File: src/rtl/csr_trap_ctrl.sv
// Machine-mode trap/interrupt sequencer and CSR port arbiter.
// Shares the single CSR port between pipeline accesses and trap/mret sequences.
module csr_trap_ctrl #(
   parameter int XLEN          = 32,
   parameter int IRQ_EXT_CAUSE = 11,
   parameter int IRQ_TMR_CAUSE = 7
) (
   input  logic            clk,
   input  logic            rst,
   input  logic            pipe_csr_rd,
   input  logic            pipe_csr_wr,
   input  logic [11:0]     pipe_csr_addr,
   input  logic [XLEN-1:0] pipe_csr_wdata,
   output logic [XLEN-1:0] pipe_csr_rdata,
   output logic            pipe_stall,
   input  logic            exc_valid,
   input  logic [4:0]      exc_cause,
   input  logic            mret_req,
   input  logic [XLEN-1:0] trap_pc,
   input  logic            irq_ext,
   input  logic            irq_timer,
   output logic            trap_ack,
   output logic            redirect_valid,
   output logic [XLEN-1:0] redirect_pc,
   output logic            csr_reg_rdpin,
   output logic            csr_reg_wrpin,
   output logic [31:0]     csr_addr32,
   output logic [XLEN-1:0] csr_wdata,
   input  logic [XLEN-1:0] csr_rdata
);

   localparam logic [11:0] A_MSTATUS = 12'h300;
   localparam logic [11:0] A_MIE     = 12'h304;
   localparam logic [11:0] A_MTVEC   = 12'h305;
   localparam logic [11:0] A_MEPC    = 12'h341;
   localparam logic [11:0] A_MCAUSE  = 12'h342;

   typedef enum logic [3:0] {
      S_IDLE,
      S_CHK_MSTATUS,
      S_CHK_MIE,
      S_WR_MEPC,
      S_WR_MCAUSE,
      S_WR_MSTATUS,
      S_RD_MTVEC,
      S_MR_MSTATUS,
      S_MR_MEPC
   } state_e;

   state_e            state_q, state_d;
   logic              irq_hold_q, irq_hold_d;
   logic              is_irq_q, is_irq_d;
   logic [4:0]        cause_q, cause_d;
   logic [XLEN-1:2]   pc_q, pc_d;
   logic              ext_prev_q, ext_prev_d;
   logic              tmr_prev_q, tmr_prev_d;

   logic              irq_pend;
   logic              trap_req;
   logic              pipe_pass;
   logic              pipe_clr;
   logic              irq_chg;
   logic              ext_en;
   logic              tmr_en;
   logic [XLEN-1:0]   rd_base;
   logic              unused_pc_lsb;

   assign unused_pc_lsb = ^trap_pc[1:0];

   assign irq_pend  = (irq_ext | irq_timer) & ~irq_hold_q;
   assign trap_req  = exc_valid | mret_req | irq_pend;
   assign pipe_pass = (state_q == S_IDLE) & ~trap_req;
   assign pipe_clr  = pipe_pass & pipe_csr_wr &
                      ((pipe_csr_addr == A_MSTATUS) |
                       (pipe_csr_addr == A_MIE));
   assign irq_chg   = (irq_ext != ext_prev_q) | (irq_timer != tmr_prev_q);
   assign ext_en    = irq_ext & csr_rdata[11];
   assign tmr_en    = irq_timer & csr_rdata[7];
   assign rd_base   = {csr_rdata[XLEN-1:2], 2'b00};
   assign ext_prev_d = irq_ext;
   assign tmr_prev_d = irq_timer;

   always_ff @(posedge clk) begin
      if (!rst) begin
         state_q    <= S_IDLE;
         irq_hold_q <= 1'b0;
         is_irq_q   <= 1'b0;
         cause_q    <= '0;
         pc_q       <= '0;
         ext_prev_q <= 1'b0;
         tmr_prev_q <= 1'b0;
      end else begin
         state_q    <= state_d;
         irq_hold_q <= irq_hold_d;
         is_irq_q   <= is_irq_d;
         cause_q    <= cause_d;
         pc_q       <= pc_d;
         ext_prev_q <= ext_prev_d;
         tmr_prev_q <= tmr_prev_d;
      end
   end

   always_comb begin
      state_d    = state_q;
      irq_hold_d = irq_hold_q;
      is_irq_d   = is_irq_q;
      cause_d    = cause_q;
      pc_d       = pc_q;
      if (irq_chg || pipe_clr) irq_hold_d = 1'b0;
      unique case (state_q)
         S_IDLE: begin
            if (exc_valid) begin
               state_d  = S_WR_MEPC;
               cause_d  = exc_cause;
               is_irq_d = 1'b0;
               pc_d     = trap_pc[XLEN-1:2];
            end else if (mret_req) begin
               state_d  = S_MR_MSTATUS;
               pc_d     = trap_pc[XLEN-1:2];
            end else if (irq_pend) begin
               state_d  = S_CHK_MSTATUS;
               is_irq_d = 1'b1;
               pc_d     = trap_pc[XLEN-1:2];
            end
         end
         S_CHK_MSTATUS: begin
            if (!csr_rdata[3]) begin
               irq_hold_d = 1'b1;
               state_d    = S_IDLE;
            end else begin
               state_d    = S_CHK_MIE;
            end
         end
         S_CHK_MIE: begin
            if (ext_en) begin
               cause_d = 5'(IRQ_EXT_CAUSE);
               state_d = S_WR_MEPC;
            end else if (tmr_en) begin
               cause_d = 5'(IRQ_TMR_CAUSE);
               state_d = S_WR_MEPC;
            end else begin
               irq_hold_d = 1'b1;
               state_d    = S_IDLE;
            end
         end
         S_WR_MEPC:    state_d = S_WR_MCAUSE;
         S_WR_MCAUSE:  state_d = S_WR_MSTATUS;
         S_WR_MSTATUS: state_d = S_RD_MTVEC;
         S_RD_MTVEC:   state_d = S_IDLE;
         S_MR_MSTATUS: state_d = S_MR_MEPC;
         S_MR_MEPC:    state_d = S_IDLE;
         default:      state_d = S_IDLE;
      endcase
   end

   always_comb begin
      pipe_csr_rdata = '0;
      pipe_stall     = 1'b1;
      trap_ack       = 1'b0;
      redirect_valid = 1'b0;
      redirect_pc    = '0;
      csr_reg_rdpin  = 1'b0;
      csr_reg_wrpin  = 1'b0;
      csr_addr32     = '0;
      csr_wdata      = '0;
      unique case (state_q)
         S_IDLE: begin
            if (!trap_req) begin
               pipe_stall     = 1'b0;
               csr_reg_rdpin  = pipe_csr_rd;
               csr_reg_wrpin  = pipe_csr_wr;
               csr_addr32     = {20'd0, pipe_csr_addr};
               csr_wdata      = pipe_csr_wdata;
               pipe_csr_rdata = pipe_csr_rd ? csr_rdata : '0;
            end
         end
         S_CHK_MSTATUS: begin
            csr_reg_rdpin = 1'b1;
            csr_addr32    = {20'd0, A_MSTATUS};
         end
         S_CHK_MIE: begin
            csr_reg_rdpin = 1'b1;
            csr_addr32    = {20'd0, A_MIE};
         end
         S_WR_MEPC: begin
            csr_reg_wrpin = 1'b1;
            csr_addr32    = {20'd0, A_MEPC};
            csr_wdata     = {pc_q, 2'b00};
         end
         S_WR_MCAUSE: begin
            csr_reg_wrpin = 1'b1;
            csr_addr32    = {20'd0, A_MCAUSE};
            csr_wdata     = {is_irq_q, {(XLEN-6){1'b0}}, cause_q};
         end
         S_WR_MSTATUS: begin
            csr_reg_rdpin     = 1'b1;
            csr_reg_wrpin     = 1'b1;
            csr_addr32        = {20'd0, A_MSTATUS};
            csr_wdata         = csr_rdata;
            csr_wdata[7]      = csr_rdata[3];
            csr_wdata[3]      = 1'b0;
            csr_wdata[12:11]  = 2'b11;
         end
         S_RD_MTVEC: begin
            csr_reg_rdpin  = 1'b1;
            csr_addr32     = {20'd0, A_MTVEC};
            redirect_valid = 1'b1;
            trap_ack       = 1'b1;
            // vectored mode only offsets interrupts
            if (csr_rdata[1:0] == 2'b01 && is_irq_q)
               redirect_pc = rd_base + XLEN'({cause_q, 2'b00});
            else
               redirect_pc = rd_base;
         end
         S_MR_MSTATUS: begin
            csr_reg_rdpin = 1'b1;
            csr_reg_wrpin = 1'b1;
            csr_addr32    = {20'd0, A_MSTATUS};
            csr_wdata     = csr_rdata;
            csr_wdata[3]  = csr_rdata[7];
            csr_wdata[7]  = 1'b1;
         end
         S_MR_MEPC: begin
            csr_reg_rdpin  = 1'b1;
            csr_addr32     = {20'd0, A_MEPC};
            redirect_valid = 1'b1;
            trap_ack       = 1'b1;
            redirect_pc    = rd_base;
         end
         default: ;
      endcase
      if (!rst) begin
         pipe_csr_rdata = '0;
         pipe_stall     = 1'b0;
         trap_ack       = 1'b0;
         redirect_valid = 1'b0;
         redirect_pc    = '0;
         csr_reg_rdpin  = 1'b0;
         csr_reg_wrpin  = 1'b0;
         csr_addr32     = '0;
         csr_wdata      = '0;
      end
   end

endmodule

File: config.mk
export PLATFORM = sky130hd
export DESIGN_NAME = csr_trap_ctrl
export DESIGN_NICKNAME = d
export VERILOG_FILES = /design/src/rtl/csr_trap_ctrl.sv
export SDC_FILE = /design/constraint.sdc
export NUM_CORES = 1
export LEC_CHECK = 0
export BUFFER_PORTS_ARGS = -buffer_cell sky130_fd_sc_hd__buf_2
export CAP_MARGIN = 40
export CORE_UTILIZATION = 40
export DETAILED_ROUTE_END_ITERATION = 7
export PLACE_DENSITY = 0.8
export SYNTH_ARGS = -nofsm -noshare
export SYNTH_HDL_FRONTEND = slang
export SYNTH_SLANG_ARGS = --single-unit
File: constraint.sdc
create_clock -name clk -period 3.1 [get_ports clk]
set_input_delay 0.31 -clock clk [delete_from_list [all_inputs] [get_ports clk]]
set_output_delay 0.31 -clock clk [all_outputs]
set_load 0.05 [all_outputs]
==> out/qor.csv, run 1 <==
metric,value,unit
leakage power,2.59,nW
Crit path required time,2790,ps
layout cells sized above 1,0.358,
final hold viol count,0,
Mean Syn Cell Area,6.79,sq um
slew margin rel.,0.602,
I/O pins,254,
H-tree depth,2,
Num CTS Buffers,5,
worst vdd ir,0.289,mV
via count,5339,
Root Driver,clkbuf_8,
Clock Tree Buf Depth,2,
routed wire length,15.3,mm
Cells after Synth,581,
Port-buffer cells,229,
post-synthesis sequential area ratio,0.218,
router iterations before antenna repair,7,
MaxCap Viol Count,0,
Hold/Removal Path Class,primary input to flip-flop,
post-synthesis sequential element count,43,
final setup vio count,0,
Post-synth EDFFs,0,
vias in the first global route,4644,
Area Growth Syn to Fin,36.8,%
dpl cells,917,
DRC viols,0,
first-pass GRT wire length,23.2,mm
largest net degree at the start of global routing,40,
crit end category,output port,
Clock Skew,3.85,ps
Starting DRT DRC Count,544,
Clock Latency Late Sink,300,ps
Worst Path Max Fanout,5,
fin cells,931,
largest cells by area after synthesis,"dfxtp_1, nand2_1, a222oi_1",
period utilization,0.948,
Worst Setup Start Kind,flip-flop,
number of antenna violations at the first check in global routing,0,
Final Instance Area,5400,sq um
Max Clk Rate,0.340,GHz
Synth area leader,dfxtp_1,
power consumption,2.75,mW
"Top FF cell, synth",dfxtp_1,
Yosys top cell area share,0.218,
ys async rst share,0,
DP Area,5200,sq um
CP arrival,2630,ps
final net count,928,
fin crit period,2940,ps
Final HPWL DP,11.5,mm
RSZ-0062 raised after global routing,false,
Initial Util,0.419,
Worst-Margin Slew,593,ps
hold buffers post-CTS,0,
all-layer global routing usage,0.285,
full die area,10300,sq um
Cell variety after synth,58,
vias per std cell,5.73,
Slew Limit Fails,0,
number of cell rows,35,
WS Path Type,flip-flop to output port,
routability cong.,1.02,
PwrDens,509,nW/um^2
Diodes inserted,0,
Core Area,9420,sq um
CTS Sinks,43,
Final ANT Viol Nets,0,
WL/cell,16.4,um
status,"finished, final reports clean",
CTS tree,built,
Die W,101,um
"Reg clk slew, reported paths",100,ps
gr ovfl total,0,
mapped cell area,3940,sq um
Yosys Warn Count,0,
Die Y,101,um
## Yosys cell counts, types with 3 or more instances
| library cell | count |
|---|---|
| nor2_1 | 60 |
| inv_1 | 10 |
| dfxtp_1 | 43 |
| nand4_1 | 5 |
| and2_1 | 45 |
| o41ai_1 | 3 |
| nor4b_1 | 4 |
| o211ai_1 | 11 |
| or4_1 | 6 |
| buf_2 | 8 |
| nor2b_1 | 5 |
| a21o_1 | 6 |
| a211oi_1 | 4 |
| o21ai_0 | 19 |
| ha_1 | 5 |
| buf_4 | 25 |
| xnor2_1 | 4 |
| and3_1 | 5 |
| clkbuf_1 | 33 |
| a31oi_1 | 20 |
| nand3_1 | 14 |
| nor3_1 | 7 |
| a222oi_1 | 30 |
| nand2b_1 | 3 |
| a41oi_1 | 4 |
| nand2_1 | 104 |
| a22oi_1 | 5 |
| a21oi_1 | 55 |
## path summary, 6_finish.rpt
path	startpoint	cells past startpoint	slack, ps	to
min	trap_pc[28]	3	230	pc_q[28]
max	cause_q[0]	12	160	redirect_pc[20]
max reg2reg	state_q[2]	6	940	irq_hold_q
min reg2reg	pc_q[12]	2	460	pc_q[12]
## through the flow
stage          TNS [ps]  setup WS, ps  hold slack [ps]   util
3_5_place_dp          0           120              448  0.552
2_1_floorplan      -110         -54.9              432      -
5_1_grt               0          41.7              231  0.573
4_1_cts               0          16.0              228  0.570
6_report              0           161              231  0.573
3_3_place_gp          0           179              443  0.552
## cells by family (layout without fill, tap and decap cells)
| kind of cell | Yosys count | in the layout | share of synthesized area |
|---|---|---|---|
| fa+ha+maj | 6 | 6 | 0.0209 |
| other cells | 1 | 22 | 0.000951 |
| mux | 1 | 1 | 0.00254 |
| flops | 43 | 43 | 0.218 |
| compound gates | 174 | 174 | 0.306 |
| buf+inv | 78 | 278 | 0.101 |
| xor+xnor | 4 | 4 | 0.00888 |
| simple gates | 274 | 274 | 0.342 |
## cell usage in the layout (no fill, tap or decap), types with 3 or more instances in the layout
cell,synthesis,final
conb_1,1,22
nor3_1,7,6
nand4_1,5,5
a22oi_1,5,5
and3_1,5,5
a211oi_1,4,4
nor2_1,60,59
a31oi_1,20,20
nor4b_1,4,4
nand2_1,104,104
o211ai_1,11,11
a41oi_1,4,4
clkbuf_8,0,5
inv_1,10,10
or4_1,6,6
a222oi_1,30,30
and2_1,45,46
buf_6,0,3
buf_2,8,222
buf_4,25,31
nand3_1,14,14
nand2b_1,3,3
a21o_1,6,6
o21ai_0,19,18
ha_1,5,4
nor2b_1,5,4
a21oi_1,55,55
dfxtp_1,43,41
xnor2_1,4,4
## what timing repair did
| item | 4_1_cts | 5_1_grt |
|---|---|---|
| setup endpoints to repair | 4 | 45 |
| setup buffers | 5 | 1 |
| resized for setup | 7 | 11 |
| pin swaps | 4 | 2 |
## area by class of cell
type	instances	area [sq um]
Clock buffer	5	68.8
Clock inverter	3	47.5
Fill cell	954	4020
Inverter	11	41.3
Multi-Input combinational cell	481	2790
Sequential cell	43	863
Tap cell	129	161
Timing Repair Buffer	259	1430
## power by group
group	internal [mW]	total (mW)	switching, mW
Sequential	0.682	0.792	0.110
Clock	0.245	0.478	0.233
Combinational	0.467	1.48	1.01
## flip-flops by register name, summed over array words and instances (netlist names)
| name | cells |
|---|---|
| tmr_prev_q | 1 |
| irq_hold_q | 1 |
| is_irq_q | 1 |
| ext_prev_q | 1 |
| state_q | 4 |
| cause_q | 5 |
| pc_q | 30 |
## worst max-delay path: stages (launching register included)
cell and delay (ps):
dfxtp_2 340, ha_2 180, inv_1 70, fa_2 220, nor2b_2 50, o31a_1 280, buf_4 160, buf_4 130
o21ai_0 150, buf_4 170, o21ai_0 80, a31oi_1 250, buf_4 240
## routing by layer
layer | track usage | up-vias | part of all wire
li1 | - | 2533 | -
met1 | 0.390 | 2488 | 0.42
met2 | 0.460 | 291 | 0.47
met3 | 0.0400 | 27 | 0.087
met4 | 0.0959 | 0 | 0.021
met5 | 0 | - | 0
Note: power is estimated with default switching activity, not from simulation.
==> inputs of run 2 (changes only) <==
--- a/config.mk
+++ b/config.mk
@@ -5,11 +5,12 @@
 export SDC_FILE = /design/constraint.sdc
 export NUM_CORES = 1
 export LEC_CHECK = 0
+export ABC_AREA = 1
 export BUFFER_PORTS_ARGS = -buffer_cell sky130_fd_sc_hd__buf_2
 export CAP_MARGIN = 40
 export CORE_UTILIZATION = 40
 export DETAILED_ROUTE_END_ITERATION = 7
-export PLACE_DENSITY = 0.8
+export PLACE_DENSITY = 0.79
 export SYNTH_ARGS = -nofsm -noshare
 export SYNTH_HDL_FRONTEND = slang
 export SYNTH_SLANG_ARGS = --single-unit
==> out/qor.csv, run 2 <==
metric,value,unit,change
Yosys Warn Count,0,,unchanged
Reg-to-Reg End,pc_q[19],,was irq_hold_q
Clock Latency Late Sink,300,ps,about the same
CTS Sinks,43,,unchanged
combinational power share,0.588,,was 0.538
H-tree depth,2,,unchanged
Clock Tree Buf Depth,2,,unchanged
Die W,104,um,was 101 um
Final HPWL DP,13.0,mm,was 11.5 mm
worst vdd ir,0.422,mV,was 0.289 mV
Worst Setup Start Kind,flip-flop,,unchanged
dpl cells,1081,,was 917
largest cells by area after synthesis,"dfxtp_1, nor2_1, nand2_1",,"was dfxtp_1, nand2_1, a222oi_1"
via count,5683,,was 5339
r2r startpoint,state_q[0],,was state_q[2]
sw power,1.79,mW,was 1.35 mW
CP arrival,2480,ps,was 2630 ps
routability cong.,0.943,,was 1.02
Clock Skew,10.8,ps,was 3.85 ps
crit end category,output port,,unchanged
Largest register FFs,30,,unchanged
Mean Syn Cell Area,5.60,sq um,was 6.79 sq um
DP Worst Slack,541,ps,was 120 ps
hold buffers post-CTS,0,,unchanged
CTS tree,built,,unchanged
setup TNS,0,ps,unchanged
first-pass GRT wire length,26.0,mm,was 23.2 mm
Reg2Reg Depth,7,,was 6
largest net degree at the start of global routing,34,,was 40
Final Instance Area,5490,sq um,was 5400 sq um
Clk pwr share,0.132,,was 0.174
Crit path required time,2790,ps,about the same
all-layer global routing usage,0.296,,was 0.285
most frequent cells in the layout,"buf_2, nor2_1, nand2_1",,"was buf_2, nand2_1, nor2_1"
Post-CTS Setup Inserts,0,,was 5
leakage power,2.91,nW,was 2.59 nW
switch share,0.527,,was 0.493
Reg2Reg Setup Slack,1000,ps,was 940 ps
gr ovfl total,0,,unchanged
ys async rst share,0,,unchanged
start point of the critical path,state_q[2],,was cause_q[0]
"Top FF cell, synth",dfxtp_1,,unchanged
Worst Path Max Fanout,23,,was 5
DRC viols,0,,unchanged
Starting DRT DRC Count,398,,was 544
status,"finished, final reports clean",,unchanged
most frequent cells after synthesis,"nor2_1, nand2_1, inv_1, a21oi_1, o21ai_0",,"was nand2_1, nor2_1, a21oi_1, and2_1, dfxtp_1"
vias in the first global route,5198,,was 4644
most common cell in the netlist,nor2_1,,was nand2_1
period utilization,0.899,,was 0.948
RSZ-0062 raised after global routing,false,,unchanged
number of antenna violations at the first check in global routing,0,,unchanged
I/O pins,254,,unchanged
Slew Limit Fails,0,,unchanged
Fill cells,1082,,was 954
final setup vio count,0,,unchanged
Biggest register,pc_q,,unchanged
Initial Util,0.420,,was 0.419
mapped cell area,4180,sq um,was 3940 sq um
full die area,10900,sq um,was 10300 sq um
router iterations before antenna repair,5,,was 7
Num CTS Buffers,5,,unchanged
Root Driver,clkbuf_8,,unchanged
Port-buffer cells,229,,unchanged
Post-synth EDFFs,0,,unchanged
final hold viol count,0,,unchanged
vias per std cell,5.22,,was 5.73
Power Internal,1.60,mW,was 1.39 mW
Area Growth Syn to Fin,31.5,%,was 36.8%
fin crit period,2790,ps,was 2940 ps
Cell variety after synth,42,,was 58
CP endpoint,redirect_pc[15],,was redirect_pc[20]
layout cells sized above 1,0.290,,was 0.358
Max Clk Rate,0.359,GHz,was 0.340 GHz
"most common cell after layout, fill and taps aside",buf_2,,unchanged
Final ANT Viol Nets,0,,unchanged
WS Path Type,flip-flop to output port,,unchanged
Worst-Margin Slew,642,ps,was 593 ps
min setup slack post-route,313,ps,was 161 ps
final net count,1082,,was 928
slew margin rel.,0.572,,was 0.602
power share of the sequential group,0.280,,was 0.288
Cells after Synth,746,,was 581
post-synthesis sequential area ratio,0.206,,was 0.218
PwrDens,617,nW/um^2,was 509 nW/um^2
Core Area,9950,sq um,was 9420 sq um
Die Y,104,um,was 101 um
post-synthesis sequential element count,43,,unchanged
Diodes inserted,0,,unchanged
fin cells,1089,,was 931
Synth area leader,dfxtp_1,,unchanged
number of cell rows,36,,was 35
DP Area,5360,sq um,was 5200 sq um
"Reg clk slew, reported paths",90,ps,was 100 ps
WL/cell,15.2,um,was 16.4 um
Hold/Removal Path Class,primary input to flip-flop,,unchanged
MaxCap Viol Count,0,,unchanged
Yosys top cell area share,0.206,,was 0.218
routed wire length,16.5,mm,was 15.3 mm
post_cts resized,0,,was 7
Largest regs,"pc_q (30), cause_q (5), state_q (4)",,unchanged
run 2: changes by cell type in the layout (fill, tap and decap cells not counted), sizes merged, moves of 10 or more:
| cell | change |
|---|---|
| buf | -20 |
| inv | +68 |
| a222oi | -30 |
| o21ai | +45 |
| nand3 | +20 |
| nand2 | +46 |
| a221oi | +20 |
| nor2 | +113 |
| a31oi | -12 |
| and2 | -46 |
| o211ai | -10 |
run 2: worst min-delay path by stage:
stage,cells past startpoint,slack [ps],from,end
6_report,3,230,trap_pc[10],pc_q[10]
5_1_grt,3,220,trap_pc[7],pc_q[7]
4_1_cts,3,220,trap_pc[8],pc_q[8]
3_5_place_dp,2,490,cause_q[4],cause_q[4]
3_3_place_gp,2,490,cause_q[0],cause_q[0]
2_1_floorplan,2,400,irq_ext,ext_prev_q
run 2: layer usage:
metal / track usage / share of wire / vias up / wire (um)
met5: 0 / 0 / - / 0
li1: - / - / 2828 / -
met4: 0.0684 / 0.016 / 0 / 263
met2: 0.497 / 0.47 / 303 / 7720
met3: 0.0451 / 0.091 / 29 / 1500
met1: 0.398 / 0.43 / 2523 / 7030
run 2: per-stage QoR:
stage               power (mW)  hold slack (ps)   util
detailed placement        2.92              487  0.539
global route              3.65              223  0.552
floorplan                 2.40              403      -
CTS                       3.37              222  0.550
finish                    3.39              230  0.552
global placement          2.86              486  0.537
run 2: cell type report:
class                      instances  area, sq um  share of cell area
sequential                        43          861               0.157
inverter                          80          300              0.0547
clock inverter                     3         43.8             0.00797
clock buffer                       5         68.8              0.0125
multi-input combinational        586         2790               0.509
timing repair buffer             239         1260               0.229
tap                              133          166              0.0303
run 2: worst max-delay path, stage by stage (launching register included):
cell and delay (ps):
dfxtp_1 380, inv_1 70, nor2_2 200, nand2_1 320
inv_2 420, nor2_1 140, inv_1 120, o21ai_0 90
a21oi_1 150, buf_2 290
run 2: logic make-up after synthesis:
kind of cell               share of synthesized area
other                                       0.000898
AOI/OAI and AO/OA                              0.238
xor gates and xnor gates                     0.00210
adders and majority gates                     0.0198
and+or+nand+nor                                0.385
buffers and inverters                          0.148
DFF                                            0.206
run 2: power groups by stage:
stage	clock [mW]	sequential, mW	combinational [mW]
floorplan	0	0.914	1.49
global placement	0	0.946	1.91
detailed placement	0	0.956	1.96
CTS	0.453	0.945	1.97
global route	0.481	0.970	2.19
finish	0.446	0.949	1.99
